### src/rtl/audio_pdm_dac.sv
// PCM sample FIFO feeding a first-order delta-sigma (PDM) modulator for the audio pin.
// Optional LFSR dither on the modulator carry-in is enabled by defining AUDIO_PDM_DITHER_EN.
module audio_pdm_dac #(
  parameter int WIDTH      = 16,
  parameter int FIFO_DEPTH = 4,
  parameter int SAMPLE_DIV = 16
) (
  input  logic             clk16_i,
  input  logic             reset_n_i,
  input  logic [WIDTH-1:0] sample_i,
  input  logic             sample_valid_i,
  output logic             sample_ready_o,
  input  logic             clear_underrun_i,
  output logic             underrun_o,
  output logic             audio_o
);

  localparam int AW = $clog2(FIFO_DEPTH);
  localparam int TW = (SAMPLE_DIV > 1) ? $clog2(SAMPLE_DIV) : 1;

  logic [WIDTH-1:0] mem [FIFO_DEPTH];
  logic [AW-1:0]    wr_ptr, rd_ptr;
  logic [AW:0]      count;
  logic [TW-1:0]    tick;
  logic [WIDTH-1:0] cur_sample;
  logic [WIDTH-1:0] acc;
  logic             armed;

  logic             full, empty, push, pop_tick, pop, set_underrun;
  logic [WIDTH-1:0] u;
  logic [WIDTH:0]   sum;
  logic             cin;

  assign full           = (count == (AW+1)'(FIFO_DEPTH));
  assign empty          = (count == '0);
  assign sample_ready_o = ~full;
  assign push           = sample_valid_i & ~full;
  assign pop_tick       = (tick == TW'(SAMPLE_DIV - 1));
  // An empty FIFO on the pop tick means the pop sees nothing, even if a push lands this same edge.
  assign pop            = pop_tick & ~empty;
  assign set_underrun   = pop_tick & empty & armed;

  // NOTE: FIFO storage has no reset; validity is tracked by count, so clearing it would only cost flops.
  always_ff @(posedge clk16_i) begin
    if (push) mem[wr_ptr] <= sample_i;
  end

  // NOTE: sequential state uses non-blocking assignments so every register samples pre-edge values.
  always_ff @(posedge clk16_i or negedge reset_n_i) begin
    if (!reset_n_i) begin
      wr_ptr <= '0;
      rd_ptr <= '0;
      count  <= '0;
    end else begin
      if (push) wr_ptr <= wr_ptr + AW'(1);
      if (pop)  rd_ptr <= rd_ptr + AW'(1);
      case ({push, pop})
        2'b10:   count <= count + (AW+1)'(1);
        2'b01:   count <= count - (AW+1)'(1);
        default: count <= count;
      endcase
    end
  end

  always_ff @(posedge clk16_i or negedge reset_n_i) begin
    if (!reset_n_i) begin
      tick       <= '0;
      cur_sample <= '0;
      armed      <= 1'b0;
      underrun_o <= 1'b0;
    end else begin
      tick <= pop_tick ? '0 : tick + TW'(1);
      if (pop)  cur_sample <= mem[rd_ptr];
      if (push) armed <= 1'b1;
      // A set on the same edge as a clear takes priority.
      if (set_underrun)          underrun_o <= 1'b1;
      else if (clear_underrun_i) underrun_o <= 1'b0;
    end
  end

`ifdef AUDIO_PDM_DITHER_EN
  logic [15:0] lfsr;

  always_ff @(posedge clk16_i or negedge reset_n_i) begin
    if (!reset_n_i) lfsr <= 16'hACE1;
    else            lfsr <= {lfsr[14:0], lfsr[15] ^ lfsr[13] ^ lfsr[12] ^ lfsr[10]};
  end

  assign cin = lfsr[0];
`else
  assign cin = 1'b0;
`endif

  // Offset binary: signed midscale maps to 50% ones density.
  assign u   = cur_sample ^ {1'b1, {(WIDTH-1){1'b0}}};
  assign sum = {1'b0, acc} + {1'b0, u} + {{WIDTH{1'b0}}, cin};

  always_ff @(posedge clk16_i or negedge reset_n_i) begin
    if (!reset_n_i) begin
      acc     <= '0;
      audio_o <= 1'b0;
    end else begin
      acc     <= sum[WIDTH-1:0];
      audio_o <= sum[WIDTH];
    end
  end

endmodule

### config.mk
export PLATFORM = sky130hd
export DESIGN_NAME = audio_pdm_dac
export DESIGN_NICKNAME = d
export VERILOG_FILES = /design/src/rtl/audio_pdm_dac.sv
export SDC_FILE = /design/constraint.sdc
export NUM_CORES = 1
export LEC_CHECK = 0
export CORE_UTILIZATION = 40
export CTS_CLUSTER_DIAMETER = 120
export DETAILED_ROUTE_END_ITERATION = 8
export SYNTH_ARGS = -nofsm -noshare
export SYNTH_HDL_FRONTEND = slang
export SYNTH_SLANG_ARGS = --single-unit
### constraint.sdc
create_clock -name clk16_i -period 6.45 [get_ports clk16_i]
set_input_delay 1.29 -clock clk16_i [delete_from_list [all_inputs] [get_ports clk16_i]]
set_output_delay 1.29 -clock clk16_i [all_outputs]
set_load 0.02 [all_outputs]
==> results.md <==
- 110 µm — die span in y
- 0 — number of instances resized during post-cts repair
- 45.6% — final cycle utilization of the critical path
- 5.28 — post-detailed-route via-to-cell ratio
- 65.5% — share of the yosys chip area belonging to registers
- 12700 µm — first-pass GRT wire length
- 1530 µm² — multi-input gate area in the final layout
- 519 nW/µm² — Pwr Density
- 0 — number of antenna violations at the first check in global routing
- 23 — I/O pin count
- 366 — net count of the finished layout
- 0 ns — setup tns final
- 15.6% — ratio of cells with drive above 1 in the final layout
- 176 µm — routed length on met3
- 15.9 µm² — mean instance size in the synthesized netlist
- 4 — number of iterations in the first detailed-routing pass
- 110 µm — die width
- 6 — critical path peak fanout
- 19.9% — clock group share of total power
- 14.2% — combined global-route utilization of all metal layers
- 10 — cells on worst reg2reg path
- 3840 µm — Met1 Wirelength
- 0 — total setup violations reported at the end of the flow
- 5.16 ns — required time worst endpoint
- 2482 — count of vias placed by the detailed router
- false — unrepaired setup endpoints after global routing
- 22 — count of port buffers added during placement
- 11400 µm² — area of the core region
- 0.34 ns — insertion delay to the later sink of the worst-skew pair
- 2 — buffers from clock root to sink, at most
- 110 — Synth Register Bits
- 39 — Rows
- 9 — number of clock buffers inserted by TritonCTS
- sky130_fd_sc_hd__clkbuf_16 — buffer cell driving the clock tree root
- 0 — number of design rule violations left after detail routing
- 0 — number of nets still failing antenna checks after routing
- 2.94 ns — final critical path time including I/O delays and setup
- 110 — clock sink total
- 0 — count of antenna diodes in the layout
- 0 — number of maximum-capacitance violations
- 14.1% — Synth-to-Final Area Change
- 41 — count of unique library cells instantiated by Yosys
- register — kind of start point of the critical path
- 16.3 µm — wire per inst
- 81 — First DRT Iteration DRCs
- 0.743 — weighted congestion reported at the end of routability-driven placement
- 39.8% — part of the power in combinational logic
- met4 — highest layer used for signal routing
- 40.3% — part of the power in registers
- 3 — CTS H-tree lvls
- reg2out — kind of critical path
- primary output — type of element capturing the critical path
- 5010 µm — sum of net half-perimeters after detailed placement
- 0.00201 µW — leakage power total
- 0.00687 ns — worst-case clock skew
- reg2reg — HP Class
- 3070 µm² — area taken by flip-flops and latches
- 0 — gr ovfl total
- 3480 µm — met2 routed WL
- 970 µW — net switching component of the power
- 47 — largest net degree at the start of global routing
- 1 — Hold Path Depth
- 0 — final hold violations
- 46.9% — fraction of the core area covered by cells at the end of the flow
- 295 — number of instances in the synthesized netlist
- 339 — net count of the mapped netlist
- 34.9% — share of total power consumed by net switching
- 1810 µW — internal power summed over all cells
- done — CTS tree
- 0 — number of synthesis warnings
- 41.1% — initial cell density of the core
- completed — run status
- 0.07 ns — clock-pin slew reported for the worst setup and hold paths after clock tree synthesis
- 0 — number of pins with negative max-slew slack in the final report
- 982 — fill count
- 0.195 mV — maximum vdd ir drop
- 1.65 ns — arrival time at the worst endpoint
- 2453 — number of global-route vias before repair
- 7640 µm — Final Routed Wirelength
- 340 MHz — maximum achievable frequency
- 4690 µm² — combined area of all synthesized cells
- 1.08 ns — Worst Max-Slew Pin Slew
- 0 — Post-CTS Hold Fix Bufs
- 12200 µm² — Die Outline Area
- 27.8% — relative max-transition margin
- 0 — # Post-CTS Setup Buffers
-- through the flow --
stage	total power, µW	instance area [µm²]	instances	hold WS, ns	setup WS, ns
5_1_grt	2980	5350	470	0.501	3.45
6_report	2780	5350	470	0.477	3.51
2_1_floorplan	1980	4690	295	0.435	3.89
3_5_place_dp	2250	5050	454	0.460	3.32
4_1_cts	2800	5350	470	0.477	3.49
3_3_place_gp	2220	5050	454	0.454	3.36
-- cell type report --
class / count / share of cell area, %
Sequential cell: 110 / 57.4
Multi-Input combinational cell: 166 / 28.7
Clock buffer: 9 / 4.21
Timing Repair Buffer: 23 / 4.16
Tap cell: 143 / 3.34
Clock inverter: 7 / 1.36
Inverter: 12 / 0.842
-- cells in the mapped netlist --
cell	n	area [µm²]
sky130_fd_sc_hd__a21oi_1	16	80.1
sky130_fd_sc_hd__o21ai_1	1	5.00
sky130_fd_sc_hd__a221oi_1	1	8.76
sky130_fd_sc_hd__nand3_2	1	10.0
sky130_fd_sc_hd__dfrtp_1	46	1150
sky130_fd_sc_hd__inv_1	12	45.0
sky130_fd_sc_hd__nand2_1	14	52.6
sky130_fd_sc_hd__or4b_1	1	10.0
sky130_fd_sc_hd__mux2_2	15	169
sky130_fd_sc_hd__mux4_2	16	360
sky130_fd_sc_hd__o31a_1	1	8.76
sky130_fd_sc_hd__or3_1	1	6.26
sky130_fd_sc_hd__a21o_1	1	7.51
sky130_fd_sc_hd__xor2_1	10	87.6
sky130_fd_sc_hd__and2_1	2	12.5
sky130_fd_sc_hd__xnor2_1	10	87.6
sky130_fd_sc_hd__a211oi_1	1	7.51
sky130_fd_sc_hd__o211ai_1	2	15.0
sky130_fd_sc_hd__a31o_1	1	8.76
sky130_fd_sc_hd__a211o_1	1	8.76
sky130_fd_sc_hd__clkbuf_1	2	7.51
sky130_fd_sc_hd__o31ai_1	1	7.51
sky130_fd_sc_hd__nor3_1	2	10.0
sky130_fd_sc_hd__and3_1	5	31.3
sky130_fd_sc_hd__nand3_1	7	35.0
sky130_fd_sc_hd__fa_1	2	40.0
sky130_fd_sc_hd__ha_1	22	275
sky130_fd_sc_hd__o311ai_1	1	8.76
sky130_fd_sc_hd__buf_2	4	20.0
sky130_fd_sc_hd__edfxtp_1	64	1920
sky130_fd_sc_hd__buf_6	1	11.3
sky130_fd_sc_hd__o21a_1	3	22.5
sky130_fd_sc_hd__o21ai_0	11	55.1
sky130_fd_sc_hd__a31oi_1	4	25.0
sky130_fd_sc_hd__nand4_1	2	12.5
sky130_fd_sc_hd__o22ai_1	1	6.26
sky130_fd_sc_hd__a21o_2	1	8.76
sky130_fd_sc_hd__o21bai_1	2	15.0
sky130_fd_sc_hd__o211a_1	1	10.0
sky130_fd_sc_hd__nand2b_1	1	6.26
sky130_fd_sc_hd__nor2_1	5	18.8
-- cells in the final DEF, fill, tap and decap left out, types with 2 or more instances in the layout --
master	instances
sky130_fd_sc_hd__mux2_2	15
sky130_fd_sc_hd__o21a_1	3
sky130_fd_sc_hd__nand4_1	2
sky130_fd_sc_hd__inv_1	12
sky130_fd_sc_hd__and3_1	5
sky130_fd_sc_hd__mux4_2	16
sky130_fd_sc_hd__a21oi_1	16
sky130_fd_sc_hd__dfrtp_1	46
sky130_fd_sc_hd__inv_6	2
sky130_fd_sc_hd__clkbuf_16	9
sky130_fd_sc_hd__nor2_1	5
sky130_fd_sc_hd__o211ai_1	2
sky130_fd_sc_hd__fa_1	2
sky130_fd_sc_hd__edfxtp_1	64
sky130_fd_sc_hd__o21ai_0	11
sky130_fd_sc_hd__and2_1	2
sky130_fd_sc_hd__ha_1	22
sky130_fd_sc_hd__xor2_1	10
sky130_fd_sc_hd__nand2_1	14
sky130_fd_sc_hd__a31oi_1	4
sky130_fd_sc_hd__xnor2_1	10
sky130_fd_sc_hd__nand3_1	7
sky130_fd_sc_hd__clkdlybuf4s50_1	21
sky130_fd_sc_hd__nor3_1	2
sky130_fd_sc_hd__clkinvlp_4	2
sky130_fd_sc_hd__o21bai_1	2
-- metal layers --
layer  global-route usage (%)  vias up
met5                        0        -
met4                     6.77        0
met3                     2.29        9
met2                     20.5       41
met1                     21.0     1254
li1                         -     1178
-- registers in the layout, summed over array words and instances (netlist names) --
register and flops:
audio_o 1, count 3, armed 1, wr_ptr 2, underrun_o 1, cur_sample 16, tick 4, acc 16
rd_ptr 2, mem 64
-- critical path, cell delays in order (launching register included) --
cell	delay, ns
sky130_fd_sc_hd__dfrtp_1	0.39
sky130_fd_sc_hd__inv_1	0.09
sky130_fd_sc_hd__nand3_1	0.18
sky130_fd_sc_hd__clkdlybuf4s50_1	0.64
-- power by group through the flow --
stage	combinational, µW	sequential [µW]	clock, µW
after CTS	1110	1130	567
after global placement	1090	1130	0
after global routing	1240	1150	592
final	1110	1120	552
after floorplan	918	1060	0
after detailed placement	1110	1140	0
-- cells by family (layout without fill, tap and decap cells) --
family / after synthesis / after routing / synth area share (%)
buffers and inverters: 19 / 51 / 1.79
DFF: 110 / 110 / 65.5
xor gates and xnor gates: 20 / 20 / 3.73
muxes: 31 / 31 / 11.3
and+or+nand+nor: 41 / 41 / 4.37
AOI/OAI and AO/OA: 50 / 50 / 6.59
adders and majority gates: 24 / 24 / 6.72
-- worst paths after layout --
kind	from	to	slack, ns
max	count[0]	sample_ready_o	3.51
min	acc[0]	acc[0]	0.48
max reg2reg	tick[0]	count[2]	4.15
min reg2reg	acc[0]	acc[0]	0.48
max in group asynchronous	reset_n_i	acc[2]	4.67
min in group asynchronous	reset_n_i	wr_ptr[1]	1.13
(Power assumes the default switching activity.)
